<file path="config.mk">
export PLATFORM = sky130hd
export DESIGN_NAME = rv_stream_source
export DESIGN_NICKNAME = d
export VERILOG_FILES = /design/src/rtl/rv_stream_pkg.sv /design/src/rtl/rv_lfsr_step.sv /design/src/rtl/rv_stream_source.sv
export SDC_FILE = /design/constraint.sdc
export NUM_CORES = 1
export LEC_CHECK = 0
export BUFFER_PORTS_ARGS = -buffer_cell sky130_fd_sc_hd__buf_4
export CELL_PAD_IN_SITES_DETAIL_PLACEMENT = 2
export CELL_PAD_IN_SITES_GLOBAL_PLACEMENT = 2
export CORE_MARGIN = 10
export CORE_UTILIZATION = 26
export DETAILED_ROUTE_END_ITERATION = 6
export PLACE_DENSITY = 0.75
export SETUP_SLACK_MARGIN = 0.5
export SLEW_MARGIN = 0
export SYNTH_ARGS = -nofsm -noshare
export SYNTH_HDL_FRONTEND = slang
export SYNTH_SLANG_ARGS = --single-unit
</file>
<file path="constraint.sdc">
create_clock -name clk -period 1.5 [get_ports clk]
set_input_delay 0.075 -clock clk [delete_from_list [all_inputs] [get_ports clk]]
set_output_delay 0.075 -clock clk [all_outputs]
set_load 0.03 [all_outputs]
</file>
<file path="src/rtl/rv_stream_pkg.sv">
// Shared types and constants for the ready/valid stream source.
// Covers the FSM state encoding, the word-mode encodings and the Galois LFSR tap table.
package rv_stream_pkg;

   typedef enum logic [1:0] {
      IDLE = 2'd0,
      SEND = 2'd1,
      GAP  = 2'd2,
      DONE = 2'd3
   } state_t;

   localparam logic MODE_INC  = 1'b0;
   localparam logic MODE_LFSR = 1'b1;

   localparam logic [7:0]  TAPS8  = 8'hB8;
   localparam logic [15:0] TAPS16 = 16'hB400;
   localparam logic [31:0] TAPS32 = 32'hA3000000;

   // Unsupported widths fall back to the 8-bit polynomial.
   function automatic logic [31:0] lfsr_taps(input int width);
      logic [31:0] taps;
      taps = {24'd0, TAPS8};
      if (width == 16) taps = {16'd0, TAPS16};
      if (width == 32) taps = TAPS32;
      return taps;
   endfunction

endpackage

</file>
<file path="src/rtl/rv_lfsr_step.sv">
// One step of a right-shifting Galois LFSR; purely combinational.
// The tap polynomial is chosen from the package table by DATA_WIDTH.
module rv_lfsr_step
   import rv_stream_pkg::*;
#(
   parameter int DATA_WIDTH = 8
) (
   input  logic [DATA_WIDTH-1:0] data,
   output logic [DATA_WIDTH-1:0] data_next
);

   localparam logic [DATA_WIDTH-1:0] TAPS = DATA_WIDTH'(lfsr_taps(DATA_WIDTH));

   assign data_next = (data >> 1) ^ (data[0] ? TAPS : '0);

endmodule

</file>
<file path="src/rtl/rv_stream_source.sv">
// Ready/valid burst generator: one start pulse emits burst_len incrementing or LFSR words.
// Define RV_SRC_THROTTLE_EN to insert gap_len idle cycles between beats.
module rv_stream_source
   import rv_stream_pkg::*;
#(
   parameter int DATA_WIDTH = 8,
   parameter int LEN_WIDTH  = 8,
   parameter int GAP_WIDTH  = 4
) (
   input  logic                  clk,
   input  logic                  reset,
   input  logic                  start,
   input  logic [LEN_WIDTH-1:0]  burst_len,
   input  logic [DATA_WIDTH-1:0] seed,
   input  logic                  mode,
   input  logic [GAP_WIDTH-1:0]  gap_len,
   input  logic                  ready_in,
   output logic                  valid_out,
   output logic [DATA_WIDTH-1:0] data_out,
   output logic                  last_out,
   output logic                  busy,
   output logic                  done
);

   state_t                state, state_next;
   logic [DATA_WIDTH-1:0] data_q, data_next, lfsr_next;
   logic [LEN_WIDTH-1:0]  remaining, remaining_next;
   logic                  mode_q, mode_next;
   logic                  transfer, last_beat;

`ifdef RV_SRC_THROTTLE_EN
   logic [GAP_WIDTH-1:0]  gap_len_q, gap_len_next;
   logic [GAP_WIDTH-1:0]  gap_cnt, gap_cnt_next;
`else
   logic                  unused_gap;
   assign unused_gap = ^gap_len;
`endif

   rv_lfsr_step #(.DATA_WIDTH(DATA_WIDTH)) u_lfsr_step (
      .data      (data_q),
      .data_next (lfsr_next)
   );

   // Every output is a decode of registered state, so nothing here is combinational from inputs.
   assign valid_out = (state == SEND);
   assign last_beat = (remaining == LEN_WIDTH'(1));
   assign last_out  = valid_out & last_beat;
   assign transfer  = valid_out & ready_in;
   assign busy      = (state != IDLE);
   assign done      = (state == DONE);
   assign data_out  = data_q;

   always_comb begin
      // NOTE: every signal gets a default before the case so no path leaves it unassigned (no latches).
      state_next     = state;
      data_next      = data_q;
      remaining_next = remaining;
      mode_next      = mode_q;
`ifdef RV_SRC_THROTTLE_EN
      gap_len_next   = gap_len_q;
      gap_cnt_next   = gap_cnt;
`endif
      case (state)
         IDLE: begin
            if (start) begin
               mode_next      = mode;
               remaining_next = burst_len;
               // An all-zero LFSR state would lock up, so it is replaced by 1.
               data_next      = (mode == MODE_LFSR && seed == '0) ? DATA_WIDTH'(1) : seed;
`ifdef RV_SRC_THROTTLE_EN
               gap_len_next   = gap_len;
`endif
               state_next     = (burst_len == '0) ? DONE : SEND;
            end
         end
         SEND: begin
            if (transfer) begin
               data_next      = (mode_q == MODE_LFSR) ? lfsr_next : data_q + DATA_WIDTH'(1);
               remaining_next = remaining - LEN_WIDTH'(1);
               if (last_beat) begin
                  state_next = DONE;
`ifdef RV_SRC_THROTTLE_EN
               end else if (gap_len_q != '0) begin
                  state_next   = GAP;
                  gap_cnt_next = gap_len_q;
`endif
               end
            end
         end
`ifdef RV_SRC_THROTTLE_EN
         GAP: begin
            if (gap_cnt <= GAP_WIDTH'(1)) begin
               state_next = SEND;
            end else begin
               gap_cnt_next = gap_cnt - GAP_WIDTH'(1);
            end
         end
`endif
         DONE:    state_next = IDLE;
         default: state_next = IDLE;
      endcase
   end

   // NOTE: state registers use non-blocking assignments so all flops update from pre-edge values.
   always_ff @(posedge clk) begin
      if (reset) begin
         state     <= IDLE;
         data_q    <= '0;
         remaining <= '0;
         mode_q    <= MODE_INC;
`ifdef RV_SRC_THROTTLE_EN
         gap_len_q <= '0;
         gap_cnt   <= '0;
`endif
      end else begin
         state     <= state_next;
         data_q    <= data_next;
         remaining <= remaining_next;
         mode_q    <= mode_next;
`ifdef RV_SRC_THROTTLE_EN
         gap_len_q <= gap_len_next;
         gap_cnt   <= gap_cnt_next;
`endif
      end
   end

endmodule

</file>
; Word level (Yosys, flattened, before mapping)
; Cells that the tools add are included.
; W data, S select, Z words.
[op_classes]
n_addsub = 2
eq_ne = 6
n_mux = 14
n_bitwise = 3
reduce_logical = 9
[ops]
columns = operator, count
row1 = $mux W8, 7
row2 = $pmux W8 S2, 2
row3 = $logic_not A8 Y1, 2
row4 = $add A8 B1 Y8 const B, 1
row5 = $eq A8 B1 Y1 const B, 1
row6 = $mux W2, 4
row7 = $sub A8 B1 Y8 const B, 1
row8 = $xor A7 B8 Y8, 1
row9 = $reduce_and A3 Y1, 2
row10 = $ne A2 B1 Y1 const B, 2
row11 = $pmux W2 S2, 1
row12 = $reduce_bool A2 Y1, 2
row13 = $and A1 B1 Y1, 2
row14 = $eq A2 B1 Y1 const B, 1
row15 = $eq A2 B2 Y1 const B, 1
row16 = $logic_not A2 Y1, 1
row17 = $ne A2 B2 Y1 const B, 1
row18 = $reduce_and A2 Y1, 1
row19 = $logic_and A1 B1 Y1, 1
[word_totals]
ff_bits = 19
out_inout_bits = 12

; Longest topological paths before layout
; Gate-level depths: netlist (run 1).
[depth]
depth_word = 5
depth_mapped = 7

; Cells and area by module
; Synthesis (run 1) repeated with hierarchy kept, for this count alone.
[unflattened]
hier_cells = 169
hier_area_um2 = 1373.8
[modules_own_cells]
columns = module, instances, cells_each, area_each_um2, seq_area_each_um2
row1 = rv_stream_source, 1, 161, 1310.0, 380.4
row2 = rv_lfsr_step, 1, 8, 63.8, 0.0

; Worst setup path after synthesis (run 1)
; Ideal clock, no wire load.
[synth_path]
path_kind = reg-to-reg
from = register remaining[0]
to = register remaining[6]
setup_time_ps = 121
arrival_ps = 1399
t_required_ps = 1379
path_slack_ps = -20
stages_incl_launch_ff = 7
path_buffers = 0
period_less_slack_ps = 1520
path_cell_list = dfxtp_1 inv_1 ha_1 or3b_1 o32a_1 o21ai_0 o21ai_1
[synth_between]
elab_chain_cells = 3
[synth_rtl]
columns = element, line_no
row1 = start: declaration, rv_stream_source.sv:27  ; logic [LEN_WIDTH-1:0] remaining, remaining_next;
row2 = start signal: assignment, rv_stream_source.sv:118  ; remaining <= remaining_next;
row3 = $sub A8 B1 Y8, rv_stream_source.sv:79  ; remaining_next = remaining - LEN_WIDTH'(1);
row4 = $mux W8, rv_stream_source.sv:77  ; if (transfer) begin
row5 = $pmux W8 S2, rv_stream_source.sv:63  ; case (state)
; No other way between the ends. The select of a mux whose other input is x is not followed.
; A chain may end at the register's enable or synchronous reset.

; Worst setup path after layout (run 1)
[layout_path]
from = register remaining[4]
to = output port last_out
[layout_between]
elab_chain_cells = 2
[layout_rtl]
columns = element, line_no
row1 = $eq A8 B1 Y1, rv_stream_source.sv:46  ; assign last_beat = (remaining == LEN_WIDTH'(1));
row2 = $and A1 B1 Y1, rv_stream_source.sv:47  ; assign last_out = valid_out & last_beat;
row3 = end: declaration, rv_stream_source.sv:20  ; output logic last_out,
; No other way between the ends.

==> results of run 1 <==
-- how the worst min path moves through the flow --
stage | from | end | slack, ps | cells after the start
final | mode | mode_q | 60 | 3
after global placement | mode | mode_q | 320 | 3
after detailed placement | mode | mode_q | 350 | 3
after CTS | mode | mode_q | 70 | 3
after floorplan | mode | mode_q | 220 | 2
after global routing | mode | mode_q | 60 | 3
-- worst min-delay path, delay by kind of cell --
| kind | cells | cell delay, ps |
|---|---|---|
| buf+inv | 1 | 90 |
| simple gates | 1 | 80 |
| mux | 1 | 60 |
-- cell type report --
class                   count  area [sq um]  share of cell area
inverters                   7          36.3              0.0145
multi-input cells         126          1130               0.451
clock buffers               4          45.0              0.0180
well taps                  67          83.8              0.0335
repair buffers             81           786               0.314
flip-flops and latches     19           423               0.169
-- power breakdown --
group	internal (uW)	total (uW)	switching, uW
clock network	190	396	206
registers	563	675	112
logic	573	1100	530
-- layer usage --
layer,up-vias,wire length [um],part of all wire
li1,746,-,-
met1,783,3010,0.40
met2,42,4100,0.55
met3,15,193,0.026
met4,0,168,0.023
met5,-,0,0
-- logic make-up (layout without fill, tap and decap cells) --
kind of cell               count (synthesis)  count (layout)  synth area share
xor gates and xnor gates                   6               6            0.0409
and+or+nand+nor                           63              63             0.267
buffers and inverters                     20              92            0.0711
AOI/OAI and AO/OA                         49              49             0.256
DFF                                       19              19             0.296
muxes                                      5               5            0.0399
adders and majority gates                  3               3            0.0292
-- metrics by stage --
step / setup WS [ps] / utilization
finish: -274 / 0.526
detailed placement: -62.8 / 0.365
global placement: 19.2 / 0.365
floorplan: 58.8 / -
global route: -281 / 0.526
CTS: -216 / 0.463
-- state kept, by name (all words and copies together), names as in the netlist --
name and cells:
data_out 8, mode_q 1, remaining 8, state 2
-- cell usage after synthesis (all sizes together), types with 2 or more instances --
cell type,number,share of area
nand2,14,0.041
or2,2,0.0097
a21oi,15,0.058
a31oi,3,0.015
nand3,4,0.016
nor2,14,0.043
mux2i,4,0.031
inv,7,0.020
a211oi,5,0.029
nor3,6,0.032
nand2b,2,0.012
o211ai,3,0.018
and3,2,0.0097
o21ai,8,0.031
or3,4,0.023
nor4,3,0.015
buf,6,0.030
o32ai,2,0.014
a311oi,4,0.027
dfxtp,19,0.30
xnor2,6,0.041
and2,4,0.019
nor2b,2,0.0097
clkbuf,7,0.020
o31ai,2,0.012
ha,3,0.029
-- timing repair --
item                       4_1_cts  5_1_grt
gates cloned                     2        0
gates resized for setup         63       34
pin swaps                       24       20
setup endpoints to repair       22       27
setup buffers                   18       19
==> impl.org, run 1 <==
** Die
- Total Die Area :: around 0.0082 sq mm
- The floorplan has 25 rows.
- After floorplanning, the core was sized to cover approximately 0.0048 sq mm.
- From left edge to right edge, the die measures around 90 um.
- IO Pins :: 37
- Starting density of the core :: 0.270
- The floorplan step set the die height to roughly 90 um.

** Synth
- The synthesized design contains 19 register bits.
- Synthesis handed over a netlist of 165 instances.
- For this run, the register share of the synthesized area comes to 0.296.
- After synthesis, the share of flip-flops with an asynchronous set or reset is 0.
- Number of synthesis warnings :: 0
- Among all flip-flop cells after synthesis, the most frequent one is dfxtp_1.
- The synthesized netlist occupies a cell area of between 0.001 and 0.0015 sq mm.
- The netlist uses 49 different library cells.
- The number of nets handed over by synthesis was ~190.
- Yosys mapped a number of flops with a built-in enable equal to 0.
- Syn Area/Cell :: about 8 sq um

** STA
- Setup total negative slack on the finished layout was measured at -1030 ps.
- In this run the tightest slew margin relative to its limit is 0.674.
- Across all hold checks on the routed design, the worst slack comes to about 57 ps.
- Subtracting the final worst setup slack from the clock period gives roughly 1800 ps.
- The max-slew violation total from the final report was 0.
- The hold violation total from the final report came to 0.
- Max Clock Skew :: between 8 and 9 ps
- Setup repair after global routing could not meet its margin everywhere.
- For this run, the top clock speed supported by timing is approximately 0.56 GHz.
- Period Utilization, post-route :: 1.18
- Final setup fails :: 8
- Tightest Pin Transition :: 483 ps
- Minimum setup slack in the final design :: -274 ps

** Detailed routing
- After detailed routing, the number of remaining DRC violations is 0.
- In the final routed layout, each cell accounts on average for 24.6 um.
- The detail route stage leaves a number of antenna-violating nets equal to 0.
- The first routing iteration left 54 violations.
- Dividing the detail-routed via count by the number of cells gives about 5.2.
- For this run, the detailed router's first-pass iteration total came to 4.
- Total detailed-routing wirelength :: approximately 7500 um
- Via count :: 1586

** Critical path
- Kind of capture point of the worst setup path :: output port
- The critical path crosses 5 cells after its start point.
- Delay of the slowest cell on the worst path :: 420 ps
- The number of cells on the worst reg-to-reg path is 7.
- Data arrival time of the critical path :: 1700 ps
- Capturing element of the worst setup path :: last_out
- Crit. Startpoint :: remaining[4]
- Start of the worst register-to-register path :: remaining[4]
- Traced cell by cell, the critical path runs through or3_4 -> nor3_4 -> nand3b_1 -> nor2_4 -> buf_6.
- Across all register-to-register paths, the minimum setup slack is -200 ps.
- Family with the most delay on the worst path :: simple AND/OR/NAND/NOR gates
- At the worst endpoint, the required time is 1420 ps.
- For this design, the slowest cell found on the critical path is or3_4.
- CP Launch Type :: register
- Along the worst path, the maximum fanout reaches 2.
- The endpoint identified for the worst register-to-register timing path is remaining[7].
- Counting both buffers and inverters, the worst setup path holds a total of 1.
- The critical path in this run is classified as reg2out.

** Worst hold path
- The tightest min-delay check is of the in2reg type.

** Global routing
- Antenna violations before repair :: 0
- Via count of the first global-routing pass :: between 1500 and 2000
- Global-route congestion overflow total :: 0
- Met3 track utilization from global routing :: 0.0258
- First-pass GRT wire length :: about 11000 um
- The layer flagged by global routing as most heavily used is met2.
- Entering global routing, the biggest net connects 19 pins.
- In the global route stage, overall resource usage came out at 0.162.
- Met1 global-route usage :: 0.164
- For this run, global-route usage on met2 was measured as 0.324.

** Clock network
- TritonCTS clock tree :: built
- Master cell of the clock root buffer :: clkbuf_8
- The number of clock buffers added by TritonCTS is 3.
- Buffers inserted to repair hold after CTS numbered 0.
- Number of buffers between clock root and the deepest sink :: 2
- Worst-Skew Late Latency :: 270 ps
- Clock edge transition at the registers on the reported setup and hold paths :: around 90 ps
- Clk sinks :: 19
- In this run the number of H-tree levels came out at 1.

** Run
- The tool flagged a number of max-cap violations equal to 0.

** Cells and area
- Commonest cells after routing, fill and taps aside :: buf_4 (50), buf_6 (24), nand2_1 (12)
- The final layout contains 266 nets.
- Count of fill cells added during filler insertion :: between 400 and 500
- Once layout is done, the placed cells without fillers occupy ~0.0025 sq mm.
- In the final layout, the share of cells above drive strength 1 is 0.658.
- Leaving out fill and tap cells, the most frequent cell in the layout is buf_4.
- After the flow finishes, the layout carries non-filler instances totaling roughly 300.
- 0 antenna diodes ended up in the layout.
- Layout area overhead :: 94.7%

** Power and ir drop
- Power after layout :: 2170 uW
- Dividing total power by cell area gives a power density of roughly 870 mW/mm^2.
- The worst-case IR drop observed on VDD is 0.388 mV.
- Leakage :: around 0.00096 uW

** Placed design
- Post-DP HPWL :: ~3900 um
- Placed Instances :: about 260
- IO buf count :: 32
- Weighted congestion reported at the end of routability-driven placement :: 0.852
- The placed instances occupy a cell area of 0.00173 sq mm.

** Outcome
- Failing checks :: negative setup slack
- The flow ran to the end, but the final reports show violations.
(Power assumes the default switching activity.)
==> inputs of run 2 (changes only) <==
==> constraint.sdc (replaced) <==
create_clock -name clk -period 1.5 [get_ports clk]
set_input_delay 0.075 -clock clk [delete_from_list [all_inputs] [get_ports clk]]
set_output_delay 0.075 -clock clk [all_outputs]
set_load 0.1 [all_outputs]
==> impl.org, run 2 (same netlist as run 1, synthesis figures left out) <==
** STA
- Tightest Pin Transition :: 483 ps (-0.398 ps)
- Final period demand of the worst path :: 1800 ps (+27.7 ps)
- Setup repair after global routing could not meet its margin everywhere.
- The hold violation total from the final report was 0 (unchanged).
- The count of endpoints failing setup in the final report came to 7 (-1).
- The worst path setup slack after routing is -302 ps (-27.7 ps).
- The max-slew violation total from the final report came to 0 (unchanged).
- The part of the cycle the worst path needs came to 1.20 (+0.0185).
- Max frequency :: 0.555 GHz (-1.5%)
- The accumulated negative setup slack is -1100 ps (-67.4 ps).
- Max Clock Skew :: 7.57 ps (-1.41 ps)
- The worst slew margin relative to its limit was 0.675 (+0.00183).

** Detailed routing
- Antenna-violating nets left :: 0 (unchanged)
- Via count :: 1684 (+6.2%)
- The remaining routing DRC violations is 0 (unchanged).
- The wire length after detailed routing was 9040 um (+21%).
- The mean routed wirelength per cell was 29.7 um (+21%).
- First-pass iteration count of the detailed router :: 4 (unchanged)
- The via count normalized by instance count was 5.54 (+6.2%).
- The first-iteration detailed-routing DRC count came to 65 (+20%).

** Power and ir drop
- The net switching power came to 1090 uW (+28%).
- The static leakage is 0.00104 uW (+8.5%).
- Cell Pwr Density :: 933 mW/mm^2 (+7.4%)
- Power after layout :: 2500 uW (+15%)
- The combinational power share came to 0.563 (+0.056).
- Register share of total power :: 0.272 (-0.038)
- The largest voltage drop on the vdd net is 0.424 mV (+9.4%).
- The net switching fraction of the power was 0.435 (+0.0451).
- The clock power share came to 0.164 (-0.018).
- The internal power came to 1410 uW (+6.5%).

** Critical path
- Kind of capture point of the worst setup path :: output port
- CP Class :: reg2out
- Among all stages on the critical path, the largest delay is contributed by or3_4.
- The kind of cell with the highest combined delay along the critical path is simple AND/OR/NAND/NOR gates.
- Walking the worst path, the cells encountered are or3_4 -> nor3_4 -> nand3b_1 -> nor2_4 -> buf_12.
- CP Launch Type :: register
- Delay of the slowest cell on the worst path :: 420 ps (about the same)
- Required time of the critical path :: 1420 ps (about the same)
- The largest driver fanout on the critical path was 2 (unchanged).
- The number of buffers and inverters on the critical path came to 1 (unchanged).
- Data arrival time of the critical path :: 1730 ps (+30 ps)

** Clock network
- Number of buffers between clock root and the deepest sink :: 2 (unchanged)
- The total clock buffers created by CTS came to 3 (unchanged).
- The number of buffers inserted by hold repair at cts is 0 (unchanged).
- The clock-pin slew of the registers on the worst-case setup and hold paths came to 90 ps (about the same).
- The insertion delay to the later sink of the worst-skew pair is 270 ps (about the same).
- Clock tree synthesis selected as its root buffer the cell clkbuf_8.
- The clock sink count came to 19 (unchanged).
- TritonCTS built the clock tree.
- The number of H-tree levels came to 1 (unchanged).

** Outcome
- The run finished, with violations left.
- The checks that failed: negative setup slack.

** Die
- Starting density of the core :: 0.270 (unchanged)
- The die span in y is 90.3 um (unchanged).
- Total Die Area :: 0.00815 sq mm (unchanged)
- The I/O pin count was 37 (unchanged).
- Standard-cell row count :: 25 (unchanged)
- The area of the core is 0.00475 sq mm (unchanged).
- Width of the die :: 90.3 um (unchanged)

** Global routing
- The global-route wire length before repair came to 11400 um (+7.6%).
- All-Layer GR Usage :: 0.177 (+0.0149)
- The via count of the first global-routing pass is 1872 (+2.5%).
- The remaining global-route overflow was 0 (unchanged).
- Maximum number of pins on one net before global-route repair :: 22 (+3)
- Antenna violations before repair :: 0 (unchanged)

** Cells and area
- Share of final-layout standard cells stronger than drive strength 1 :: 0.684 (+0.0253)
- The number of inserted diodes is 0 (unchanged).
- Commonest cells after routing, fill and taps aside :: buf_4 (41), buf_6 (20), buf_12 (11)
- The net count of the finished layout is 266 (unchanged).
- The library cell used most frequently in the layout, excluding fill and tap cells, is buf_4.
- Fin cells :: 304 (unchanged)
- Layout area overhead :: 108%

** Worst hold path
- The tightest min-delay check is of the in2reg type.

** Placed design
- The half-perimeter wire length after placement is 3860 um (-1.7%).
- Pre-CTS WS :: -48.6 ps (+14.2 ps)
- The routability congestion estimate is 0.844 (-0.92%).
- Placed Instances :: 261 (unchanged)
- IO buf count :: 32 (unchanged)

** Run
- Max capacitance violation total :: 0 (unchanged)
==> run 2: final timing paths <==
check                                  start            to  slack, ps  cells past startpoint
worst max-delay path            remaining[4]      last_out       -300                      5
worst min-delay path                    mode        mode_q        100                      3
worst max register to register  remaining[1]  remaining[6]       -230                      6
worst min register to register   data_out[2]   data_out[2]        560                      2
==> run 2: routing by layer <==
metal	wire, um	part of all wire	track usage	vias up
li1	-	-	-	752
met3	288	0.032	0.0308	19
met5	0	0	0	-
met1	3510	0.39	0.185	865
met2	4980	0.55	0.334	48
met4	257	0.028	0.0782	0
==> run 2: per-stage QoR <==
| stage | hold slack (ps) | utilization | instance area, sq um |
|---|---|---|---|
| finish | 96.9 | 0.563 | 2680 |
| global route | 114 | 0.563 | 2680 |
| CTS | 53.9 | 0.506 | 2400 |
| detailed placement | 336 | 0.369 | 1750 |
| global placement | 317 | 0.369 | 1750 |
| floorplan | 222 | - | 1450 |
==> run 2: layout make-up <==
| class | count | area [sq um] |
|---|---|---|
| tap | 67 | 83.8 |
| timing repair buffer | 81 | 946 |
| clock buffer | 4 | 45.0 |
| inverter | 7 | 36.3 |
| multi-input combinational | 126 | 1140 |
| fill | 472 | 2080 |
| sequential | 19 | 427 |
==> run 2: power groups by stage <==
stage                     clock network, uW  logic [uW]  registers (uW)
after floorplan                           0         432             795
after global placement                    0         748             662
after detailed placement                  0         784             670
after CTS                               396        1150             661
after global routing                    440        1460             690
final                                   411        1410             681
==> run 2: repair_timing <==
item,in CTS,in global routing
gates cloned,3,2
pin swaps,28,13
endpoints found under the setup margin,29,30
resized for setup,91,33
setup buffers,23,11
==> run 2: worst min-delay path, delay by kind of cell <==
family,cells,cell delay [ps]
mux,1,70
simple gates,1,110
buf+inv,1,80
==> inputs of run 3 (changes only) <==
--- a/config.mk
+++ b/config.mk
@@ -5,13 +5,14 @@
 export SDC_FILE = /design/constraint.sdc
 export NUM_CORES = 1
 export LEC_CHECK = 0
+export ABC_AREA = 1
 export BUFFER_PORTS_ARGS = -buffer_cell sky130_fd_sc_hd__buf_4
 export CELL_PAD_IN_SITES_DETAIL_PLACEMENT = 2
 export CELL_PAD_IN_SITES_GLOBAL_PLACEMENT = 2
 export CORE_MARGIN = 10
-export CORE_UTILIZATION = 26
+export CORE_UTILIZATION = 25
 export DETAILED_ROUTE_END_ITERATION = 6
-export PLACE_DENSITY = 0.75
+export PLACE_DENSITY = 0.76
 export SETUP_SLACK_MARGIN = 0.5
 export SLEW_MARGIN = 0
 export SYNTH_ARGS = -nofsm -noshare
==> impl.org, run 3 <==
** Power and ir drop
- The ratio of total power to cell area was 917 mW/mm^2 (-1.8%).
- The largest voltage drop on the vdd net was 0.432 mV (+1.8%).
- The static leakage was 0.00106 uW (+1.6%).

** Critical path
- Kind of capture point of the worst setup path :: output port
- Critical path fanouts, max :: 5 (+3)
- Required time of the critical path :: 1420 ps (about the same)
- CP Launch Type :: register
- The signal arrival time at the worst endpoint came to 1370 ps (-360 ps).
- The critical path is of the reg2out type.
- Start of the worst register-to-register path :: state[0]
- Crit. Startpoint :: remaining[2]

** Synth
- Sequential-to-total area share from yosys stat :: 0.271 (-0.0246)
- Most frequent cells after synthesis :: nand2_1 (43), inv_1 (26), nand3_1 (20), nor2_1 (20), dfxtp_1 (19)
- Number of synthesis warnings :: 0 (unchanged)
- Mapped Cells :: 213 (+29%)
- Area of the mapped netlist :: 0.00140 sq mm (+9.1%)
- EDFF count, synth :: 0 (unchanged)
- The share of the synthesized area in the top cell type was 0.271 (-0.0246).
- nand2_1 is the most common cell in the netlist.
- Number of synthesized register bits :: 19 (unchanged)
- Of all cell types, the one taking the most synthesized area is dfxtp_1.
- The total nets after synthesis was 241 (+25%).
- Syn Area/Cell :: 6.58 sq um (-16%)
- Distinct cell type count after synthesis :: 31 (-37%)
- In the synthesized netlist the dominant register cell turns out to be dfxtp_1.
- By area the synthesized netlist is led by dfxtp_1 (27%), nand2_1 (12%), nand3_1 (7.1%), inv_1 (7.0%), nor2_1 (5.4%).
- Async SR Flop Fraction :: 0 (unchanged)

** Detailed routing
- First-pass iteration count of the detailed router :: 4 (unchanged)
- The post-detailed-route count of antenna-violating nets was 0 (unchanged).
- Violation count after the first detailed-route iteration :: 61 (-6.2%)
- Vias per inst :: 4.91 (-11%)
- The via count was 1707 (+1.4%).
- The wire length after detailed routing came to 6900 um (-24%).
- The remaining routing DRC violations was 0 (unchanged).
- The mean routed wirelength per cell came to 19.8 um (-33%).

** Global routing
- First-pass GRT wire length :: 9180 um (-19%)
- All-Layer GR Usage :: 0.128 (-0.0485)
- Global-route congestion overflow total :: 0 (unchanged)
- Maximum number of pins on one net before global-route repair :: 14 (-36%)
- Antenna violations before repair :: 0 (unchanged)
- Via count of the first global-routing pass :: 1829 (-2.3%)

** Cells and area
- Diode insertion count for antenna repair :: 0 (unchanged)
- Count of fill cells added during filler insertion :: 654 (+39%)
- The top cell types in the final layout, fill and taps aside, are buf_4 (41), nand2_1 (37), nand3_1 (18).
- Compared with the post-synthesis result, the final layout area differs by 69.6%.
- Share of final-layout standard cells stronger than drive strength 1 :: 0.482 (-0.202)
- Post-layout nets :: 305 (+15%)
- Leaving out fill and tap cells, the most frequent cell in the layout is buf_4.
- The utilization after layout came to 0.434 (-0.129).

** Clock network
- CTS placed an instance of clkbuf_8 at the clock tree root.
- The number of H-tree levels came to 1 (unchanged).
- The total clock buffers created by CTS came to 3 (unchanged).
- Clock edge transition at the registers on the reported setup and hold paths :: 80 ps (about the same)
- Worst-Skew Late Latency :: 270 ps (about the same)
- TritonCTS clock tree :: built
- The number of buffers on the longest clock path is 2 (unchanged).
- The clock sink count was 19 (unchanged).

** STA
- The transition at the pin with the smallest max-transition slack came to 371 ps (-112 ps).
- Slew Limit Fails :: 0 (unchanged)
- The clock skew after layout is 3.50 ps (-4.08 ps).
- The count of endpoints failing setup in the final report came to 0 (-7).
- The highest clock rate is 0.690 GHz (+24%).
- Remaining max-slew budget at the tightest pin :: 0.751 (+0.0760)
- The final hold slack came to 16.3 ps (-80.5 ps).
- Period Utilization, post-route :: 0.966 (-0.236)
- Final hold violation count :: 0 (unchanged)
- The time the worst path needs with I/O delays and setup was 1450 ps (-353 ps).
- Setup repair after global routing missed its margin :: yes

** Die
- The area of the core was 0.00547 sq mm (+15%).
- Die height :: 94.9 um (+5.1%)
- The I/O pin count is 37 (unchanged).
- The starting utilization of the core area is 0.256 (-0.0142).
- The area of the die came to 0.00900 sq mm (+10%).
- Width of the die :: 94.9 um (+5.1%)
- The number of placement rows was 27 (+8.0%).

** Placed design
- Weighted congestion reported at the end of routability-driven placement :: 0.808 (-4.3%)
- IO buf count :: 32 (unchanged)
- Post-DP HPWL :: 3700 um (-4.0%)

** Worst hold path
- Hold Crit Class :: in2reg
- Hold Crit Start :: reset

** Run
- Max capacitance violation total :: 0 (unchanged)

** Outcome
- The run finished with clean final reports.
-- run 3: cell count changes after synthesis, sizes merged, moves of 4 or more --
cell	delta
nand2	+33
inv	+24
o21ai	+18
nand3	+17
nor2	+7
clkbuf	-6
xor2	+6
a211oi	-5
xnor2	-5
a311oi	-4
and2	-4
mux2i	-4
or3	-4
-- run 3: what timing repair did --
| item | in CTS | in global routing |
|---|---|---|
| buffers inserted | 16 | 9 |
| endpoints found under the setup margin | 29 | 27 |
| hold buffers | 2 | 0 |
| resized for setup | 44 | 40 |
| cloned | 1 | 0 |
| hold endpoints to repair | 1 | 0 |
| pin swaps | 6 | 17 |
-- run 3: critical path, cell delays in order, from the launching register on --
cell	delay, ps
dfxtp_1	340
inv_2	110
nand2_2	90
nor4_4	290
buf_6	260
-- run 3: where the power goes --
group          internal (uW)  switching [uW]
clock                    190             207
combinational            430             693
sequential               566            91.5
total                   1190             992
-- run 3: area by class of cell --
cell class	count	area [sq um]	share of cell area
flip-flops and latches	19	418	0.176
repair buffers	65	647	0.272
inverters	32	149	0.0627
well taps	72	90.1	0.0379
clock buffers	4	45.0	0.0190
multi-input cells	156	1030	0.432
-- run 3: cell families after synthesis --
family	Yosys count	share of synthesized area
AO/OA/AOI/OAI	45	0.194
AND/OR/NAND/NOR	100	0.342
adder cells (fa/ha/maj)	3	0.0268
flip-flops	19	0.271
buffers and inverters	39	0.122
XOR/XNOR	7	0.0438
-- run 3: worst paths after layout --
| kind | end | slack [ps] | cells after the start |
|---|---|---|---|
| setup / recovery | last_out | 50 | 4 |
| hold / removal | remaining[4] | 20 | 2 |
| setup reg to reg | data_out[4] | 80 | 10 |
| hold reg to reg | remaining[5] | 490 | 2 |
-- run 3: through the flow --
| stage | setup WS (ps) | total power (uW) | TNS [ps] | cell area, sq um | instances |
|---|---|---|---|---|---|
| 3_5_place_dp | 252 | 1460 | 0 | 1820 | 316 |
| 2_1_floorplan | -316 | 1250 | -316 | 1510 | 213 |
| 5_1_grt | -3.02 | 2290 | -3.02 | 2380 | 348 |
| 4_1_cts | 61.4 | 2010 | 0 | 2170 | 339 |
| 6_report | 51.4 | 2180 | 0 | 2380 | 348 |
| 3_3_place_gp | 259 | 1440 | 0 | 1820 | 316 |
-- run 3: layer usage --
layer | wire, um | share of wire | GRT usage
met5 | 0 | 0 | 0
met4 | 108 | 0.016 | 0.0374
met3 | 146 | 0.021 | 0.0167
met2 | 3740 | 0.54 | 0.233
met1 | 2900 | 0.42 | 0.152
